$ cat src/rtl/serv_dbg_ctrl.sv
// ---------------------------------------------------------------------------
// serv_dbg_ctrl
//
// Debug-side controller for the SERV decoder's halt/step inputs. A host issues
// HALT / RESUME / STEP / NOP commands over a valid/ready request port and gets
// exactly one response pulse per accepted command. The controller watches the
// decoder's dbg_process flag to see the core enter debug mode (ebreak taken)
// and leave it again (dret), and reports the last halt cause using the dcsr
// cause encoding (1 ebreak, 3 haltreq, 4 step).
//
// Optional feature macro: DBG_TIMEOUT_EN
//   defined   : a HALT that sees no entry into debug mode within HALT_TIMEOUT
//               cycles is abandoned and answered with an error response.
//   undefined : HALTING waits indefinitely for the core to enter debug mode.
//
// Parameters
//   HALT_TIMEOUT  cycles allowed in HALTING (DBG_TIMEOUT_EN only)
//   CW            timeout counter width, 2**CW > HALT_TIMEOUT
//
// Ports
//   clk            core clock
//   i_rst_n        asynchronous active-low reset
//   i_req_valid    host command valid
//   i_req_cmd      00 NOP, 01 HALT, 10 RESUME, 11 STEP
//   o_req_ready    command accepted when valid & ready (RUN / HALTED only)
//   o_rsp_valid    one-cycle response pulse per accepted command
//   o_rsp_err      qualifies o_rsp_valid: command rejected or timed out
//   o_dbg_halt     to decoder i_dbg_halt
//   o_dbg_step     to decoder i_dbg_step
//   i_dbg_process  from decoder o_dbg_process (core is in debug mode)
//   o_resume_req   level request polled by the debug handler to execute dret
//   o_halted       high while halted
//   o_halt_evt     one-cycle pulse on every entry to the halted state
//   o_cause        last halt cause
// ---------------------------------------------------------------------------
module serv_dbg_ctrl #(
  parameter int unsigned HALT_TIMEOUT = 1024,
  parameter int unsigned CW           = 11
) (
  input  logic       clk,
  input  logic       i_rst_n,
  input  logic       i_req_valid,
  input  logic [1:0] i_req_cmd,
  output logic       o_req_ready,
  output logic       o_rsp_valid,
  output logic       o_rsp_err,
  output logic       o_dbg_halt,
  output logic       o_dbg_step,
  input  logic       i_dbg_process,
  output logic       o_resume_req,
  output logic       o_halted,
  output logic       o_halt_evt,
  output logic [2:0] o_cause
);

  // The timeout counter must be able to reach HALT_TIMEOUT-1.
  if ((2 ** CW) <= HALT_TIMEOUT) begin : g_cw_check
    $error("serv_dbg_ctrl: CW too narrow for HALT_TIMEOUT");
  end

  typedef enum logic [2:0] {
    ST_RUN,
    ST_HALTING,
    ST_HALTED,
    ST_RESUMING,
    ST_STEPPING
  } state_t;

  typedef enum logic [1:0] {
    CMD_NOP    = 2'b00,
    CMD_HALT   = 2'b01,
    CMD_RESUME = 2'b10,
    CMD_STEP   = 2'b11
  } cmd_t;

  localparam logic [2:0] CAUSE_EBREAK  = 3'd1;
  localparam logic [2:0] CAUSE_HALTREQ = 3'd3;
  localparam logic [2:0] CAUSE_STEP    = 3'd4;

  state_t     r_state;
  logic       r_proc_q;
  logic       r_req_ready;
  logic       r_rsp_valid;
  logic       r_rsp_err;
  logic       r_dbg_halt;
  logic       r_dbg_step;
  logic       r_resume_req;
  logic       r_halted;
  logic       r_halt_evt;
  logic [2:0] r_cause;

  cmd_t       w_cmd;
  logic       w_accept;
  logic       w_proc_rise;
  logic       w_proc_fall;

  assign w_cmd       = cmd_t'(i_req_cmd);
  assign w_accept    = i_req_valid & r_req_ready;
  // Debug-mode entry/exit are judged against the previous cycle's flag.
  assign w_proc_rise = i_dbg_process & ~r_proc_q;
  assign w_proc_fall = ~i_dbg_process & r_proc_q;

`ifdef DBG_TIMEOUT_EN
  logic [CW-1:0] r_tmo_cnt;
  logic          w_tmo_hit;

  // The counter reads k-1 in the k-th cycle spent in HALTING, so this fires
  // at the end of cycle HALT_TIMEOUT.
  assign w_tmo_hit = (r_tmo_cnt == CW'(HALT_TIMEOUT - 1));
`endif

  // NOTE: every register here is written with <= so all branches see the
  // pre-edge values; the pulse outputs get a default of 0 at the top of the
  // clocked branch and the later assignment in the case body wins.
  always_ff @(posedge clk or negedge i_rst_n) begin
    if (!i_rst_n) begin
      r_state      <= ST_RUN;
      r_proc_q     <= 1'b0;
      r_req_ready  <= 1'b0;
      r_rsp_valid  <= 1'b0;
      r_rsp_err    <= 1'b0;
      r_dbg_halt   <= 1'b0;
      r_dbg_step   <= 1'b0;
      r_resume_req <= 1'b0;
      r_halted     <= 1'b0;
      r_halt_evt   <= 1'b0;
      r_cause      <= 3'd0;
`ifdef DBG_TIMEOUT_EN
      r_tmo_cnt    <= '0;
`endif
    end else begin
      r_proc_q    <= i_dbg_process;
      r_rsp_valid <= 1'b0;
      r_rsp_err   <= 1'b0;
      r_halt_evt  <= 1'b0;

      case (r_state)
        ST_RUN: begin
          r_req_ready <= 1'b1;
          if (w_proc_rise) begin
            // Software ebreak, or an ebreak racing an accepted command:
            // the ebreak defines the halt cause either way.
            r_state    <= ST_HALTED;
            r_halted   <= 1'b1;
            r_cause    <= CAUSE_EBREAK;
            r_halt_evt <= 1'b1;
            if (w_accept) begin
              r_rsp_valid <= 1'b1;
              r_rsp_err   <= (w_cmd == CMD_RESUME) || (w_cmd == CMD_STEP);
            end
          end else if (w_accept) begin
            case (w_cmd)
              CMD_HALT: begin
                r_state     <= ST_HALTING;
                r_dbg_halt  <= 1'b1;
                r_req_ready <= 1'b0;
`ifdef DBG_TIMEOUT_EN
                r_tmo_cnt   <= '0;
`endif
              end
              CMD_NOP: begin
                r_rsp_valid <= 1'b1;
              end
              default: begin
                // RESUME / STEP make no sense while running.
                r_rsp_valid <= 1'b1;
                r_rsp_err   <= 1'b1;
              end
            endcase
          end
        end

        ST_HALTING: begin
          // Halt request is held until the core is seen in debug mode; the
          // decoder may need several cycles to inject the ebreak.
          if (w_proc_rise) begin
            r_state     <= ST_HALTED;
            r_dbg_halt  <= 1'b0;
            r_halted    <= 1'b1;
            r_req_ready <= 1'b1;
            r_cause     <= CAUSE_HALTREQ;
            r_halt_evt  <= 1'b1;
            r_rsp_valid <= 1'b1;
          end
`ifdef DBG_TIMEOUT_EN
          else if (w_tmo_hit) begin
            r_state     <= ST_RUN;
            r_dbg_halt  <= 1'b0;
            r_req_ready <= 1'b1;
            r_rsp_valid <= 1'b1;
            r_rsp_err   <= 1'b1;
          end else begin
            r_tmo_cnt <= r_tmo_cnt + CW'(1);
          end
`endif
        end

        ST_HALTED: begin
          if (w_accept) begin
            case (w_cmd)
              CMD_RESUME: begin
                r_state      <= ST_RESUMING;
                r_resume_req <= 1'b1;
                r_halted     <= 1'b0;
                r_req_ready  <= 1'b0;
              end
              CMD_STEP: begin
                r_state      <= ST_STEPPING;
                r_resume_req <= 1'b1;
                r_dbg_step   <= 1'b1;
                r_halted     <= 1'b0;
                r_req_ready  <= 1'b0;
              end
              default: begin
                // NOP, or HALT while already halted.
                r_rsp_valid <= 1'b1;
              end
            endcase
          end
        end

        ST_RESUMING: begin
          if (w_proc_fall) begin
            r_state      <= ST_RUN;
            r_resume_req <= 1'b0;
            r_req_ready  <= 1'b1;
            r_rsp_valid  <= 1'b1;
          end
        end

        ST_STEPPING: begin
          // Step stays asserted across the dret so the decoder re-enters
          // debug after exactly one instruction.
          if (w_proc_fall) begin
            r_resume_req <= 1'b0;
          end
          if (w_proc_rise) begin
            r_state     <= ST_HALTED;
            r_dbg_step  <= 1'b0;
            r_halted    <= 1'b1;
            r_req_ready <= 1'b1;
            r_cause     <= CAUSE_STEP;
            r_halt_evt  <= 1'b1;
            r_rsp_valid <= 1'b1;
          end
        end

        default: begin
          r_state <= ST_RUN;
        end
      endcase
    end
  end

  assign o_req_ready  = r_req_ready;
  assign o_rsp_valid  = r_rsp_valid;
  assign o_rsp_err    = r_rsp_err;
  assign o_dbg_halt   = r_dbg_halt;
  assign o_dbg_step   = r_dbg_step;
  assign o_resume_req = r_resume_req;
  assign o_halted     = r_halted;
  assign o_halt_evt   = r_halt_evt;
  assign o_cause      = r_cause;

endmodule

$ cat config.mk
export PLATFORM = sky130hd
export DESIGN_NAME = serv_dbg_ctrl
export DESIGN_NICKNAME = d
export VERILOG_FILES = /design/src/rtl/serv_dbg_ctrl.sv
export SDC_FILE = /design/constraint.sdc
export NUM_CORES = 1
export LEC_CHECK = 0
export CAP_MARGIN = 5
export CORE_MARGIN = 2
export CORE_UTILIZATION = 48
export DETAILED_ROUTE_END_ITERATION = 12
export HOLD_SLACK_MARGIN = 0.05
export PLACE_DENSITY = 0.79
export SLEW_MARGIN = 10
export SYNTH_ARGS = -nofsm -noshare
export SYNTH_HDL_FRONTEND = slang
export SYNTH_SLANG_ARGS = --single-unit
$ cat constraint.sdc
create_clock -name clk -period 1.6 [get_ports clk]
set_input_delay 0.16 -clock clk [delete_from_list [all_inputs] [get_ports clk]]
set_output_delay 0.16 -clock clk [all_outputs]
set_load 0.01 [all_outputs]
==> flow_summary.ini <==
[outcome]
outcome = completed

[setup_path]
path_max_fanout = 10
cp_slowest_cell = dfrtp_1
worstPathRequired_ns = 1.78
crit_buf_inv = 0
crit_path_end_kind = register
critPathKind = reg -> reg
crit_chain = nand4b_1, a21oi_1, a211oi_2, mux2_4
worstPathArrival_ns = 1.66
max_stage_delay_ns = 0.53
rrSetupSlack_ns = 0.12
crit_family = flip-flops
startpoint_type = register

[floorplan]
core-area_um2 = 1520
io_pins = 17
fp.dieW_um = 44.8
die_h_um = 44.8
row_count = 14
die_area_um2 = 2000
start_util_pct = 52.3

[power]
power_mw = 1.78
p_per_area_nw_per_um2 = 1630
ir_drop_mv = 0.961
p_leak_nw = 0.487

[final_layout]
area_growth_pct = 36.7
num-fill-cells = 113
stdcell_count = 130
final_area_um2 = 1090
layout_common_cells = clkdlybuf4s50_1 (16), dfrtp_1 (15), buf_4 (15)
drive_gt1_share_pct = 21.9
layout.nets = 121
final_common_cell = clkdlybuf4s50_1
post-route-util_pct = 71.5
diodes = 0

[synthesis]
synth_top_area_share_pct = 47.1
synth-seq-cells = 15
yosys_warnings = 0
synth_top_cell_by_area = dfrtp_1
synth_ff_type = dfrtp_1
synth-seq-area-share_pct = 47.1
yosys-top-cells-area = dfrtp_1 (47%), a21oi_1 (6.3%), nor2_1 (6.1%)
synthesis.area_um2 = 797
async_reset_ff_share_pct = 100
synth_xor_area_share_pct = 0
ys_types = 32
synth_compound_area_share_pct = 21.0
syn_area_per_cell_um2 = 9.49
syn_inst = 84
synth_fa_ha_area_share_pct = 0
synth-edff-count = 0
muxShareOfSynthArea_pct = 1.88
synth_top_family_by_area = simple AND/OR/NAND/NOR gates
syn_nets = 90
synth-simple-area-share_pct = 25.7

[global_routing]
global_route.overflow_total = 0
antenna_found_initial = 0
grt_max_degree = 16
grt_pass1_wl_um = 3190
track_usage_pct = 22.2
grt_pass1_vias = 721

[routing]
drt_pre_antenna_iters = 4
dr_wl_met3_um = 181
viasPerCell = 6.05
drc_errors = 0
top_layer = met4
first_iter_violations = 32
vias = 787
drtAntennaViolNets = 0
route.met2.wl_um = 828
wl_met1_um = 796
wl_per_cell_um = 14.2
routed_wl_um = 1840

[place]
place_ws_ns = -0.136
dpl.hpwl_um = 1310
placed_area_um2 = 1060
port_buffers = 16
dp_cells = 126
gp_congestion = 0.813

[timing]
fin_crit_ns = 1.48
hold_viol_final = 0
fmaxAchievable_ghz = 0.674
fin_skew_ns = 0.00527
worstMarginPinSlew_ns = 0.389
finalSetupViolCount = 0
drv_slew = 0
finalCritPeriodShare_pct = 92.7
rsz0062_at_grt = no
hold_ws_ns = 0.165
setup_ws_ns = 0.117
fin_tns_setup_ns = 0
slew_headroom_pct = 73.9

[clock_tree]
cts_htree_levels = 1
clk_latency_ns = 0.29
cts_tree = done
cts_root_buf = clkbuf_4
cts.sinks = 15
cts-buffers-inserted = 3
postCtsHoldBufs = 0
path_clk_slew_ns = 0.10
clock_path_buffers = 2

[flow_run]
max-cap-violations = 0

[min_path]
hp-class = in -> async
## state kept, by name, summed over array words and instances (netlist names)
| register | count |
|---|---|
| o_cause | 3 |
| r_state | 3 |
| o_dbg_halt | 1 |
| o_dbg_step | 1 |
| o_halt_evt | 1 |
| o_halted | 1 |
| o_req_ready | 1 |
| o_resume_req | 1 |
| o_rsp_err | 1 |
| o_rsp_valid | 1 |
| r_proc_q | 1 |
## repair_timing
| item | 4_1_cts | 5_1_grt |
|---|---|---|
| resized for setup | 0 | 1 |
| buffers inserted | 0 | 0 |
| endpoints found under the setup margin | 0 | 2 |
## area by class of cell
type / count / area, um2 / share of cell area, %
tap: 16 / 20.0 / 1.84
multi-input combinational: 63 / 390 / 35.8
timing repair buffer: 31 / 273 / 25.0
clock inverter: 1 / 5.00 / 0.459
clock buffer: 3 / 22.5 / 2.07
inverter: 1 / 3.75 / 0.344
sequential: 15 / 375 / 34.4
## report_power, final
| part | switching (mW) | internal, mW |
|---|---|---|
| combinational | 0.422 | 0.489 |
| sequential | 0.118 | 0.521 |
| clock | 0.133 | 0.0929 |
| total | 0.672 | 1.10 |
## metal layers
layer / track usage (%) / vias up
met2: 34.2 / 48
met1: 28.8 / 365
met4: 9.70 / 0
li1: - / 365
met5: 0 / -
met3: 6.80 / 9
## path summary, 6_finish.rpt
kind / from / end / cells past startpoint
setup / recovery: r_state[0] / o_req_ready / 4
hold reg to reg: o_cause[0] / o_cause[0] / 1
hold / removal: i_rst_n / o_halted / 2
max in group asynchronous: i_rst_n / o_cause[0] / 2
min in group clk: i_dbg_process / r_proc_q / 1
setup reg to reg: r_state[0] / o_req_ready / 4
## cells by family after synthesis
family / Yosys count
compound gates: 25
buf+inv: 6
simple gates: 37
flops: 15
mux: 1
## Yosys cell counts (2+ instances only)
| library cell | count |
|---|---|
| dfrtp_1 | 15 |
| nor2_1 | 13 |
| a21oi_1 | 10 |
| nand2_1 | 7 |
| nand2b_1 | 4 |
| o21ai_0 | 4 |
| nor3_1 | 3 |
| clkbuf_1 | 2 |
| nand4b_1 | 2 |
| nor2b_1 | 2 |
## worst reg2reg max path, cell delays in order, from the launching register on
cell and delay (ns):
dfrtp_1 0.53, nand4b_1 0.20, a21oi_1 0.09, a211oi_2 0.23
mux2_4 0.32
(Power assumes the default switching activity.)
